===== src/rtl/reaction_counter.sv =====
// Elapsed-time counter for the reaction-timer game: divides clk down to a tick rate and
// keeps a saturating 5-digit BCD count alongside a numerically identical binary count.
module reaction_counter #(
    parameter int CLK_HZ  = 50_000_000,
    parameter int TICK_HZ = 1000,
    parameter int MAX_CNT = 99999
) (
    input  logic        clk,
    input  logic        rst,
    input  logic        clr,
    input  logic        en,
    output logic [19:0] count,
    output logic [19:0] count_binary,
    output logic        tick,
    output logic        sat
);
    localparam int DIV = CLK_HZ / TICK_HZ;
    localparam int PW  = (DIV > 1) ? $clog2(DIV) : 1;
    localparam logic [PW-1:0] PRESC_LAST = PW'(DIV - 1);
    localparam logic [19:0]   MAX_BIN    = 20'(MAX_CNT);

    generate
        if (DIV < 2 || DIV * TICK_HZ != CLK_HZ || MAX_CNT < 0 || MAX_CNT > 99999) begin : g_bad_params
            $error("reaction_counter: CLK_HZ/TICK_HZ must be an integer >= 2 and MAX_CNT in 0..99999");
        end
    endgenerate

    logic [PW-1:0] presc;
    logic          wrap;
    logic          at_max;
    logic [19:0]   bcd_next;
    logic [19:0]   bin_next;

    assign wrap     = (presc == PRESC_LAST);
    assign at_max   = (count_binary == MAX_BIN);
    assign bin_next = count_binary + 20'd1;

    // Ripple-carry decimal increment: a 9 rolls to 0 and passes the carry up.
    always_comb begin
        logic carry;
        bcd_next = count;
        carry    = 1'b1;
        for (int i = 0; i < 5; i++) begin
            if (carry) begin
                if (count[4*i +: 4] == 4'd9) begin
                    bcd_next[4*i +: 4] = 4'd0;
                end else begin
                    bcd_next[4*i +: 4] = count[4*i +: 4] + 4'd1;
                    carry              = 1'b0;
                end
            end
        end
    end

    always_ff @(posedge clk or posedge rst) begin
        if (rst) begin
            presc        <= '0;
            count        <= '0;
            count_binary <= '0;
            tick         <= 1'b0;
            sat          <= 1'b0;
        end else if (clr) begin
            presc        <= '0;
            count        <= '0;
            count_binary <= '0;
            tick         <= 1'b0;
            sat          <= 1'b0;
        end else if (en) begin
            tick  <= wrap;
            presc <= wrap ? '0 : presc + 1'b1;
            if (wrap) begin
                if (at_max) begin
                    sat <= 1'b1;
                end else begin
                    count        <= bcd_next;
                    count_binary <= bin_next;
                    sat          <= (bin_next == MAX_BIN);
                end
            end
        end else begin
            tick <= 1'b0;
        end
    end
endmodule

===== config.mk =====
export PLATFORM = sky130hd
export DESIGN_NAME = reaction_counter
export DESIGN_NICKNAME = d
export VERILOG_FILES = /design/src/rtl/reaction_counter.sv
export SDC_FILE = /design/constraint.sdc
export NUM_CORES = 1
export LEC_CHECK = 0
export ABC_AREA = 1
export CAP_MARGIN = 5
export CORE_MARGIN = 2
export CORE_UTILIZATION = 50
export CTS_CLUSTER_DIAMETER = 50
export CTS_CLUSTER_SIZE = 20
export DETAILED_ROUTE_END_ITERATION = 7
export MAX_ROUTING_LAYER = met4
export PLACE_DENSITY = 0.73
export SLEW_MARGIN = 5
export SYNTH_ARGS = -nofsm -noshare
export SYNTH_HDL_FRONTEND = slang
export SYNTH_SLANG_ARGS = --single-unit

===== constraint.sdc =====
create_clock -name clk -period 2.5 [get_ports clk]
set_clock_uncertainty 0.05 [all_clocks]
set_input_delay 0.25 -clock clk [delete_from_list [all_inputs] [get_ports clk]]
set_output_delay 0.25 -clock clk [all_outputs]
set_load 0.02 [all_outputs]

==> results of run 1 <==
worst max-delay path, cell delays in order (launching register included):
cell and delay [ns]:
sky130_fd_sc_hd__dfrtp_1 0.38, sky130_fd_sc_hd__ha_1 0.17, sky130_fd_sc_hd__nand2_1 0.07, sky130_fd_sc_hd__nor2_1 0.22
sky130_fd_sc_hd__nand3_1 0.20, sky130_fd_sc_hd__nor3_4 0.39, sky130_fd_sc_hd__nor2_4 0.10, sky130_fd_sc_hd__inv_4 0.23
sky130_fd_sc_hd__nand2_1 0.15, sky130_fd_sc_hd__nand2_1 0.09, sky130_fd_sc_hd__nand2_1 0.05
synth_stat cells, drive strengths merged:
cell	number	share of area, %
nor3b	5	1.0
inv	66	6.9
ha	13	4.5
clkinv	1	0.10
nand2	131	14
o21bai	1	0.21
or2	6	1.0
a211oi	1	0.21
a31oi	1	0.17
nand4	13	2.2
clkbuf	3	0.31
a21oi	8	1.1
buf	5	1.0
nand3b	2	0.41
nand3	50	6.9
o21ai	33	4.6
dfrtp	58	40
nor4	7	1.2
nor2	67	7.4
o31ai	1	0.21
xnor2	2	0.48
o22ai	8	1.4
nor3	14	2.5
xor2	10	2.4
final cells by class:
type	instances	area (um^2)	area share, %
multi-input combinational	373	1870	42.6
sequential	58	1450	33.1
timing repair buffer	52	515	11.8
inverter	67	254	5.79
clock buffer	12	155	3.54
tap	99	124	2.83
clock inverter	3	15.0	0.342
cells by family after synthesis:
family | count (synthesis)
and+or+nand+nor | 295
buffers and inverters | 75
DFF | 58
AOI/OAI and AO/OA | 53
adders and majority gates | 13
xor gates and xnor gates | 12
state kept, by name, summed over array words and instances, names as in the netlist:
register / cells
count: 20
count_binary: 20
presc: 16
sat: 1
tick: 1
through the flow:
step | area (um^2) | power [mW] | hold WS [ns] | util [%]
4_1_cts | 4380 | 2.16 | 0.278 | 61.4
6_report | 4380 | 2.14 | 0.253 | 61.4
2_1_floorplan | 3620 | 1.25 | 0.286 | -
5_1_grt | 4380 | 2.25 | 0.322 | 61.4
3_5_place_dp | 4210 | 1.39 | 0.435 | 59.0
3_3_place_gp | 4210 | 1.38 | 0.424 | 59.0
metal layers:
metal,global-route usage [%],routed length (um),vias to the layer above
met5,-,0,-
met4,10.7,165,0
met1,33.9,4170,1664
met2,39.7,4340,119
li1,-,-,1756
met3,4.25,485,18
worst max path at each step:
stage | startpoint | to | slack (ns)
global route | presc[1] | count[5] | 0.03
floorplan | count_binary[1] | count[4] | 0.50
global placement | en | presc[15] | 0.35
finish | presc[1] | count[5] | 0.30
detailed placement | presc[1] | count[5] | 0.29
CTS | presc[1] | count[5] | 0.29
cell usage in the layout (no fill, tap or decap):
cell and count:
sky130_fd_sc_hd__a211oi_1 1, sky130_fd_sc_hd__a21oi_1 8, sky130_fd_sc_hd__a31oi_1 1, sky130_fd_sc_hd__buf_12 1, sky130_fd_sc_hd__buf_4 6, sky130_fd_sc_hd__clkbuf_1 1, sky130_fd_sc_hd__clkbuf_8 11, sky130_fd_sc_hd__clkdlybuf4s50_1 45
sky130_fd_sc_hd__clkinv_1 1, sky130_fd_sc_hd__clkinv_2 3, sky130_fd_sc_hd__dfrtp_1 58, sky130_fd_sc_hd__ha_1 13, sky130_fd_sc_hd__inv_1 63, sky130_fd_sc_hd__inv_2 2, sky130_fd_sc_hd__inv_4 1, sky130_fd_sc_hd__nand2_1 131
sky130_fd_sc_hd__nand3_1 50, sky130_fd_sc_hd__nand3b_1 2, sky130_fd_sc_hd__nand4_1 13, sky130_fd_sc_hd__nor2_1 64, sky130_fd_sc_hd__nor2_2 1, sky130_fd_sc_hd__nor2_4 2, sky130_fd_sc_hd__nor3_1 11, sky130_fd_sc_hd__nor3_2 2
sky130_fd_sc_hd__nor3_4 1, sky130_fd_sc_hd__nor3b_1 5, sky130_fd_sc_hd__nor4_1 7, sky130_fd_sc_hd__o21ai_0 21, sky130_fd_sc_hd__o21ai_1 12, sky130_fd_sc_hd__o21bai_1 1, sky130_fd_sc_hd__o22ai_1 8, sky130_fd_sc_hd__o31ai_1 1
sky130_fd_sc_hd__or2_1 1, sky130_fd_sc_hd__or2_2 5, sky130_fd_sc_hd__xnor2_1 2, sky130_fd_sc_hd__xor2_1 10
power breakdown:
part	switching [mW]	total, mW	internal [mW]
clock network	0.368	0.772	0.403
logic	0.180	0.320	0.140
registers	0.0620	1.05	0.987
total	0.611	2.14	1.53
==> flow_results.org, run 1 <==
** Status
- The flow ran to the end, and the final reports show no timing, DRC or antenna violations.

** Routing
- ANT nets after route :: 0
- In the routed layout, each cell is associated on average with a via count of 5.36.
- The detailed router finished its first iteration with 161 violations.
- After detailed routing, the total wire length is 9160 um.
- Before antenna repair, the detailed router went through 5 iterations.
- DRC viols :: 0
- Via count :: 3557
- After detailed routing, the average wire length per cell comes to 13.8 um.

** Floorplanning
- Number of rows created at floorplan :: 31
- Area of the die :: 7940 um^2
- The initial utilization of the core area, before any placement, comes to 50.8%.
- Boundary pin count :: 46
- From bottom edge to top edge, the die measures 89.1 um.
- In this run the horizontal extent of the chip is 89.1 um.
- After floorplanning, the core was sized to cover 7140 um^2.

** Pwr
- The analysis attributes to cell leakage a power of 1.95 nW.
- VDD sags by at most 0.255 mV.
- Dividing total power by cell area gives a power density of 488 nW/um^2.

** Final layout
- Fraction of final layout cells with drive strength greater than 1 :: 6.19%
- The repair_antennas step left the layout with diodes totalling 0.
- Counting the fill cells in the layout gives 667.
- Area grow syn2layout :: 21.0%
- Non-filler instance count after layout :: 664
- The final layout contains 578 nets.

** Worst hold path
- The worst hold path belongs to the class in -> async.

** Synth
- The cell area that synthesis handed to floorplanning was 3620 um^2.
- After synthesis the netlist holds a flip-flop and latch count of 58.
- After Yosys synthesis, XOR and XNOR cells account for 2.90% of the synthesized area.
- Nets in the synthesized netlist :: 523
- The Yosys step of the flow raised 0 warnings.
- Fraction of the mapped netlist area in simple logic gates :: 36.4%
- Number of distinct standard cells referenced by the synthesized netlist :: 33
- Post-synthesis instance total :: 506
- Post-synthesis compound-gate area fraction :: 7.84%
- Combinational family with the most area after synthesis :: simple AND/OR/NAND/NOR gates
- Proportion of synthesized area in mux cells :: 0%
- Post-synthesis area per instance :: 7.16 um^2
- Fraction of the mapped netlist area in adder cells :: 4.49%
- Of the synthesized area, sequential elements account for 40.1%.

** Setup path
- Maximum fanout encountered on the critical timing path :: 23
- Setup slack on the worst flop-to-flop path :: 0.30 ns
- Reg2Reg Launch Point :: presc[1]
- STA classifies the critical path endpoint as a flop.
- STA classifies the critical path startpoint as a flop.
- Data on the critical path arrives at its endpoint at 2.39 ns.
- The critical path is of the reg -> reg type.
- Endpoint required time on the critical path :: 2.68 ns
- The number of cells on the worst reg-to-reg path is 10.
- Worst flop-to-flop path endpoint :: count[5]

** Clocking
- For the worst-skew pair, the clock arrives at the later sink with an insertion delay of 0.34 ns.
- Buffers added to address setup during post-CTS repair amount to 0.
- The H-tree generated during clock tree synthesis spans 3 levels.
- TritonCTS built the clock tree.
- After clock tree synthesis, the flow added hold-fix buffers numbering 0.
- Clock Sinks :: 58
- Clock buffers created by TritonCTS :: 9
- Buffer depth of the longest clock path :: 2
- Root buffer selected by CTS :: sky130_fd_sc_hd__clkbuf_8
- Number of instances resized during post-cts repair :: 0
- Clock-pin slew was measured on the worst setup and hold paths at 0.06 ns.

** Global route
- Number of global-route vias before repair :: 3398
- The total overflow left after global routing is 0.
- Global routing used 25.8% of the available tracks.
- First-pass GRT wire length :: 15400 um
- Maximum number of pins on one net before global-route repair :: 29
- The number of antenna violations at the first check in global routing came to 0.

** STA
- Dividing the final minimum period by the clock period gives 88.1%.
- Headroom to the max-slew limit :: 58.7%
- After layout, the worst setup slack is 0.298 ns.
- Final-report max-slew violation count :: 0
- Max Freq :: 0.454 GHz
- Period minus WS final :: 2.20 ns
- Adding up every negative setup slack in the final design gives 0 ns.
- Setup repair after global routing missed its margin :: no
- Setup violations remaining at the end of the flow were counted as 0.
- Final Hold Vio Count :: 0
- Tightest Pin Transition :: 0.619 ns

** Placement
- Number of port buffers :: 45
- Post-placement worst setup slack :: 0.292 ns
- At the end of routability-driven placement, the weighted congestion stood at 0.949.
- Sum of net half-perimeters after detailed placement :: 6760 um
- Including well taps, the total number of placed cells is 649.

** Run
- Number of violations of the max-capacitance limit :: 0
Note: power is estimated with default switching activity, not from simulation.
==> run 2: changes to the inputs <==
==> constraint.sdc (replaced) <==
create_clock -name clk -period 2.64 [get_ports clk]
set_clock_uncertainty 0.05 [all_clocks]
set_input_delay 0.264 -clock clk [delete_from_list [all_inputs] [get_ports clk]]
set_output_delay 0.264 -clock clk [all_outputs]
set_load 0.02 [all_outputs]
==> run 2 against run 1 <==
Compared with the run above: first-iteration DRC count rose by 19%; sequential share of layout area fell by 0.39 points; register-to-register slack about the same; highest routed layer unchanged; utilization increased by 0.74 points; design area rose by 1.2%; largest power group unchanged; global-route usage is 0.80 points lower; non-clock buffer count shrank 2.
==> flow_results.org, run 2 (synthesized netlist as in run 1, its figures left out) <==
** Clocking
- Counting the buffers created by CTS gives 9.
- In this run the number of H-tree levels came out at 3.
- The number of gates resized after CTS was 0.
- TritonCTS built the clock tree.
- CTS placed an instance of sky130_fd_sc_hd__clkbuf_8 at the clock tree root.
- Clock-pin slew on the worst setup and hold paths :: 0.07 ns
- Worst-Skew Late Latency :: 0.34 ns
- The number of hold buffers added after CTS was 0.
- Buffer depth of the longest clock path :: 2
- After clock tree synthesis, the setup repair step added 0 buffers.
- The tree built by TritonCTS fans out to 58 sinks.

** Final layout
- Leading cell type in the layout, fill and taps excluded :: sky130_fd_sc_hd__nand2_1
- The number of antenna diodes in the final layout is 0.
- Area grow syn2layout :: 22.4%
- The count of cells in the finished layout, fillers not included, comes to 663.
- Most frequent cells in the layout :: 131 x sky130_fd_sc_hd__nand2_1, 64 x sky130_fd_sc_hd__nor2_1, 63 x sky130_fd_sc_hd__inv_1
- In the final layout, the registers with the most flip-flops are count: 20 flops, count_binary: 20 flops, presc: 16 flops.
- In the final layout, the share of cells above drive strength 1 is 6.21%.
- Counting the fill cells in the layout gives 655.
- For this run, the post-layout net count is 576.
- Cells fill 62.2% of the core in the end.

** Pwr
- Across the VDD grid, the largest voltage drop is 0.353 mV.
- Flop pwr share :: 43.7%
- Net switching fraction of the power :: 26.6%
- The clock network is responsible for 43.3% of the overall power.
- Summed over all cells, the static leakage comes to 1.96 nW.
- Net Sw Power :: 0.604 mW
- Ratio of total power to cell area :: 512 nW/um^2
- Internal cell power :: 1.67 mW
- Combinational logic is responsible for 13.0% of the overall power.

** Global route
- Number of global-route vias before repair :: 3223
- The number of antenna violations at the first check in global routing is 0.
- Maximum number of pins on one net before global-route repair :: 33
- Global routing used 25.0% of the available tracks across all layers.
- Global routing finished with a remaining overflow of 0.
- The first global-routing pass estimated 14900 um of wire.

** Routing
- DRC viols :: 0
- Average vias per placed instance :: 5.28
- Initial detailed-routing violation count :: 191
- ANT nets after route :: 0
- The first TritonRoute pass finished after 5 iterations.
- Routed wire length :: 9170 um
- After detailed routing, the average wire length per cell comes to 13.8 um.
- For this block, the via count after detailed routing is 3501.

** STA
- Final-report max-slew violation count :: 0
- Final Hold Vio Count :: 0
- Setup violations remaining at the end of the flow were counted as 0.
- In the final timing run, aggregate negative setup slack is 0 ns.
- The tightest hold path in the finished design has a slack of 0.271 ns.
- Final setup margin :: 0.309 ns
- Setup repair after global routing missed its margin :: no
- Final cycle utilization of the critical path :: 88.3%
- For the pin with the worst max-slew slack, the measured transition is 0.615 ns.
- Timing would allow up to 0.429 GHz.
- Subtracting the final worst setup slack from the clock period gives 2.33 ns.
- The worst pin sits at a relative slew slack of 58.9%.

** Floorplanning
- From bottom edge to top edge, the die measures 89.1 um.
- Row generation in the floorplan step produced 31 rows.
- Horiz. Die Dim :: 89.1 um
- Boundary pin count :: 46
- The initial utilization of the core area, before any placement, comes to 50.8%.
- The core region is 7140 um^2.
- Area of the die :: 7940 um^2

** Placement
- Routability-driven placement finished with a final weighted congestion of 0.976.
- Sum of net half-perimeters after detailed placement :: 6650 um
- Once placement completed, the tool counted placed cells totaling 647.
- OpenSTA, run right after detailed placement, puts the worst setup slack at 0.338 ns.
- The count of buffers added on input and output ports is 45.

** Setup path
- Tracing the worst setup path back leads to its startpoint at presc[13].
- Data on the critical path arrives at its endpoint at 2.52 ns.
- Maximum fanout encountered on the critical timing path :: 23
- The worst register-to-register path ends at count[4].
- STA classifies the critical path startpoint as a flop.
- By startpoint and endpoint, the worst setup path is classified as reg -> reg.
- The number of cells on the worst reg-to-reg path is 9.
- Setup slack on the worst flop-to-flop path :: 0.31 ns
- STA classifies the critical path endpoint as a flop.
- The critical path ends at count[4].
- The startpoint identified for the worst register-to-register timing path is presc[13].
- Endpoint required time on the critical path :: 2.83 ns

** Run
- Number of violations of the max-capacitance limit :: 0

** Worst hold path
- The worst hold path belongs to the class in -> async.

** Status
- Outcome :: completed
## run 2: cell types whose count changed in the layout (fill, tap and decap cells not counted), sizes merged
cell / change
buf: -2
bufinv: +2
clkinv: -2
clkinvlp: +1
## run 2: layout make-up
type / count / area (um^2) / area share, %
well taps: 99 / 124 / 2.79
clock buffers: 12 / 165 / 3.72
multi-input cells: 373 / 1870 / 42.1
inverters: 67 / 254 / 5.72
repair buffers: 50 / 500 / 11.3
clock inverters: 4 / 72.6 / 1.64
flip-flops and latches: 58 / 1450 / 32.7
## run 2: stage by stage
| stage | power [mW] | instance area, um^2 |
|---|---|---|
| finish | 2.27 | 4440 |
| floorplan | 1.18 | 3620 |
| global route | 2.37 | 4440 |
| global placement | 1.30 | 4200 |
| CTS | 2.29 | 4440 |
| detailed placement | 1.31 | 4200 |
## run 2: per-layer routing
metal	vias up	GRT usage (%)	share of wire, %
met2	105	38.0	48
li1	1754	-	-
met5	-	-	0
met1	1625	34.0	46
met4	0	9.50	1.5
met3	17	3.51	5.3
## run 2: critical path: stages (launching register included)
cell and delay (ns):
sky130_fd_sc_hd__dfrtp_1 0.41, sky130_fd_sc_hd__or2_1 0.28, sky130_fd_sc_hd__nor3_2 0.20, sky130_fd_sc_hd__nand3_1 0.19
sky130_fd_sc_hd__nor3_4 0.43, sky130_fd_sc_hd__nor2_4 0.12, sky130_fd_sc_hd__inv_4 0.24, sky130_fd_sc_hd__nand2_1 0.16
sky130_fd_sc_hd__nand2_1 0.09, sky130_fd_sc_hd__nand2_1 0.05
## run 2: worst min-delay path by stage
stage               start        end  slack, ns  cells past startpoint
floorplan             clr       tick       0.30                      1
global placement      sat        sat       0.44                      2
detailed placement    sat        sat       0.45                      2
CTS                   rst  count[13]       0.30                      2
global route          rst  count[12]       0.33                      2
finish                rst  count[13]       0.27                      2
## run 2: power groups by stage
stage / clock network [mW] / registers, mW / logic (mW)
final: 0.984 / 0.992 / 0.297
after global routing: 1.04 / 1.00 / 0.336
after CTS: 0.993 / 0.993 / 0.301
after detailed placement: 0 / 1.01 / 0.300
after global placement: 0 / 1.01 / 0.293
after floorplan: 0 / 1.04 / 0.149
==> run 3: changes to the inputs <==
--- a/config.mk
+++ b/config.mk
@@ -12,6 +12,7 @@
 export CTS_CLUSTER_DIAMETER = 50
 export CTS_CLUSTER_SIZE = 20
 export DETAILED_ROUTE_END_ITERATION = 7
+export GPL_TIMING_DRIVEN = 0
 export MAX_ROUTING_LAYER = met4
 export PLACE_DENSITY = 0.73
 export SLEW_MARGIN = 5
==> run 3 against run 2 <==
Compared with the run above: register-to-register slack better by 0.11 ns; count of clock-buffer cells in the layout unchanged; maximum frequency up 4.1%; utilization down 0.19 points; via count about the same; cell count up 0.60%; combinational power up 2%; routed wire length up 0.85%; design area down 0.31%; worst setup slack better by 0.091 ns; critical path type is now in -> reg; largest cell class unchanged.
==> flow_results.org, run 3 (synthesized netlist as in run 1, its figures left out) <==
** Setup path
- Slowest cell delay on critical path :: 0.61 ns
- Maximum fanout encountered on the critical timing path :: 9
- The setup check on the worst reg-to-reg path leaves a slack of 0.42 ns.
- The critical path goes through clkdlybuf4s50_1 > nor2_2 > inv_2 > nand2_1 > clkinv_1 > nand3_1 > nand2_1 > o21ai_0.
- Crit path arrival time :: 2.45 ns
- The critical path crosses 8 cells after its start point.
- Measured in cells, the most critical reg-to-reg path has a length of 10.
- STA classifies the critical path endpoint as a flop.
- The worst register-to-register path ends at count[13].
- In this design, the largest share of critical-path delay is due to simple AND/OR/NAND/NOR gates.
- For this design, the slowest cell found on the critical path is sky130_fd_sc_hd__clkdlybuf4s50_1.
- Endpoint of the worst setup timing path :: count[13]
- CP startpoint kind :: primary input
- The worst setup path is of the in -> reg kind.
- Endpoint required time on the critical path :: 2.85 ns
- The most numerous cell type found on the critical path is sky130_fd_sc_hd__nand2_1.
- Counting both buffers and inverters, the worst setup path holds a total of 3.
- Crit path launch :: clr
- Reg2Reg Launch Point :: presc[1]

** Clocking
- Post-CTS repair changed the size of 0 cells.
- For the worst-skew pair, the clock arrives at the later sink with an insertion delay of 0.35 ns.
- Counting along the longest clock path gives a buffer depth of 2.
- Clock-pin slew on the worst setup and hold paths :: 0.07 ns
- CTS H-Tree Depth :: 3
- Clock buffers created by TritonCTS :: 9
- Count of hold-fix buffers inserted at cts :: 0
- The tree built by TritonCTS fans out to 58 sinks.
- TritonCTS built the clock tree.
- Root buffer selected by CTS :: sky130_fd_sc_hd__clkbuf_8
- Post-CTS Setup Inserts :: 0

** Floorplanning
- Starting density of the core :: 50.8%
- In this run the core area contains 31 standard-cell rows.
- In this run the vertical extent of the chip is 89.1 um.
- Area of the die :: 7940 um^2
- The region available for standard cell placement spans 7140 um^2.
- Boundary pin count :: 46
- Horiz. Die Dim :: 89.1 um

** STA
- Based on the critical path, the design can be clocked at up to 0.446 GHz.
- The tightest hold path in the finished design has a slack of 0.279 ns.
- Headroom to the max-slew limit came out at 56.1%.
- Tightest Pin Transition :: 0.658 ns
- Final setup violation count :: 0
- Adding up every negative setup slack in the final design gives 0 ns.
- The total count of hold-check failures in the final report came to 0.
- The number of pins exceeding their max-slew limit in the final report is 0.
- The worst path in the final design needs a cycle of 2.24 ns, including I/O delays and setup.
- Dividing the final minimum period by the clock period gives 84.9%.
- Setup repair after global routing missed its margin :: no

** Pwr
- The design draws 2.15 mW.
- In this run the static leakage power is 1.95 nW.
- IR analysis of the VDD net gives a maximum drop of 0.321 mV.
- For this design the ratio of total power to cell area is 487 nW/um^2.

** Routing
- Number of optimization iterations in the first detailed-route pass :: 4
- In the routed design, unresolved DRC markers number 0.
- The final route contains 3498 vias.
- The detailed router finished its first iteration with 184 violations.
- Avg WL per Cell :: 13.9 um
- After detailed routing, the total wire length is 9240 um.
- ANT nets after route :: 0
- Average vias per placed instance :: 5.24

** Placement
- Including well taps, the total number of placed cells is 651.
- Routability-driven placement finished with a final weighted congestion of 0.957.
- During placement, the flow inserted port buffers numbering 45.
- Sum of net half-perimeters after detailed placement :: 6750 um
- In this run the cell area measured after placement is 4220 um^2.

** Global route
- Across every metal layer, demand over resource in global routing totals 25.6%.
- The total overflow left after global routing is 0.
- The number of antenna violations at the first check in global routing was 0.
- Maximum number of pins on one net before global-route repair :: 31
- The first global-routing pass estimated 15200 um of wire.
- The number of global-route vias before repair came to 3339.

** Final layout
- 0 antenna diodes ended up in the layout.
- The net count of the finished layout is 580.
- Most frequent cells in the layout :: 131 x sky130_fd_sc_hd__nand2_1, 64 x sky130_fd_sc_hd__nor2_1, 63 x sky130_fd_sc_hd__inv_1
- Leaving out fill and tap cells, the most frequent cell in the layout is sky130_fd_sc_hd__nand2_1.
- Post-route cell area :: 4420 um^2
- Registers with the highest flip-flop counts :: count: 20 flops, count_binary: 20 flops, presc: 16 flops
- Compared with the post-synthesis result, the final layout area differs by 22.1%.
- Fraction of final layout cells with drive strength greater than 1 :: 6.16%
- After the flow finishes, the layout carries non-filler instances totaling 667.

** Run
- Across the run, the number of max-cap violations was 0.

** Status
- Outcome :: completed

** Worst hold path
- The worst hold path belongs to the class in -> async.
run 3: final cells by class:
class,count,area [um^2]
Timing Repair Buffer,46,470
Clock inverter,4,50.0
Multi-Input combinational cell,373,1870
Fill cell,678,2710
Clock buffer,12,155
Tap cell,99,124
Sequential cell,58,1450
Inverter,67,254
Buffer,8,48.8
run 3: metrics by stage:
| step | utilization, % | setup WS [ns] |
|---|---|---|
| 2_1_floorplan | - | 0.639 |
| 4_1_cts | 62.0 | 0.397 |
| 3_5_place_dp | 59.1 | 0.0254 |
| 6_report | 62.0 | 0.399 |
| 5_1_grt | 62.0 | 0.158 |
| 3_3_place_gp | 58.8 | -0.211 |
run 3: worst min-delay path by stage:
| stage | cells past startpoint | start | endpoint | slack (ns) |
|---|---|---|---|---|
| 5_1_grt | 2 | rst | count[15] | 0.34 |
| 2_1_floorplan | 1 | clr | tick | 0.30 |
| 3_3_place_gp | 2 | sat | sat | 0.42 |
| 4_1_cts | 2 | rst | count[15] | 0.30 |
| 6_report | 2 | rst | count[12] | 0.28 |
| 3_5_place_dp | 2 | sat | sat | 0.43 |
run 3: report_power, final:
part	leakage, nW	total, mW	switching, mW	internal, mW
Clock	0.0986	0.859	0.373	0.486
Sequential	0.800	0.990	0.0561	0.934
Combinational	1.05	0.304	0.173	0.131
run 3: worst register-to-register path: cells and delay by family, from the launching register on:
kind	cells	cell delay (ns)
DFF	1	0.37
AOI/OAI and AO/OA	1	0.10
adders and majority gates	1	0.18
buffers and inverters	1	0.24
and+or+nand+nor	7	1.14
run 3: layer usage:
metal	vias to the layer above	track usage (%)	share of wire (%)
li1	1768	-	-
met1	1629	30.4	45
met2	79	42.2	49
met3	22	5.72	4.1
met4	0	10.3	2.1
met5	-	-	0
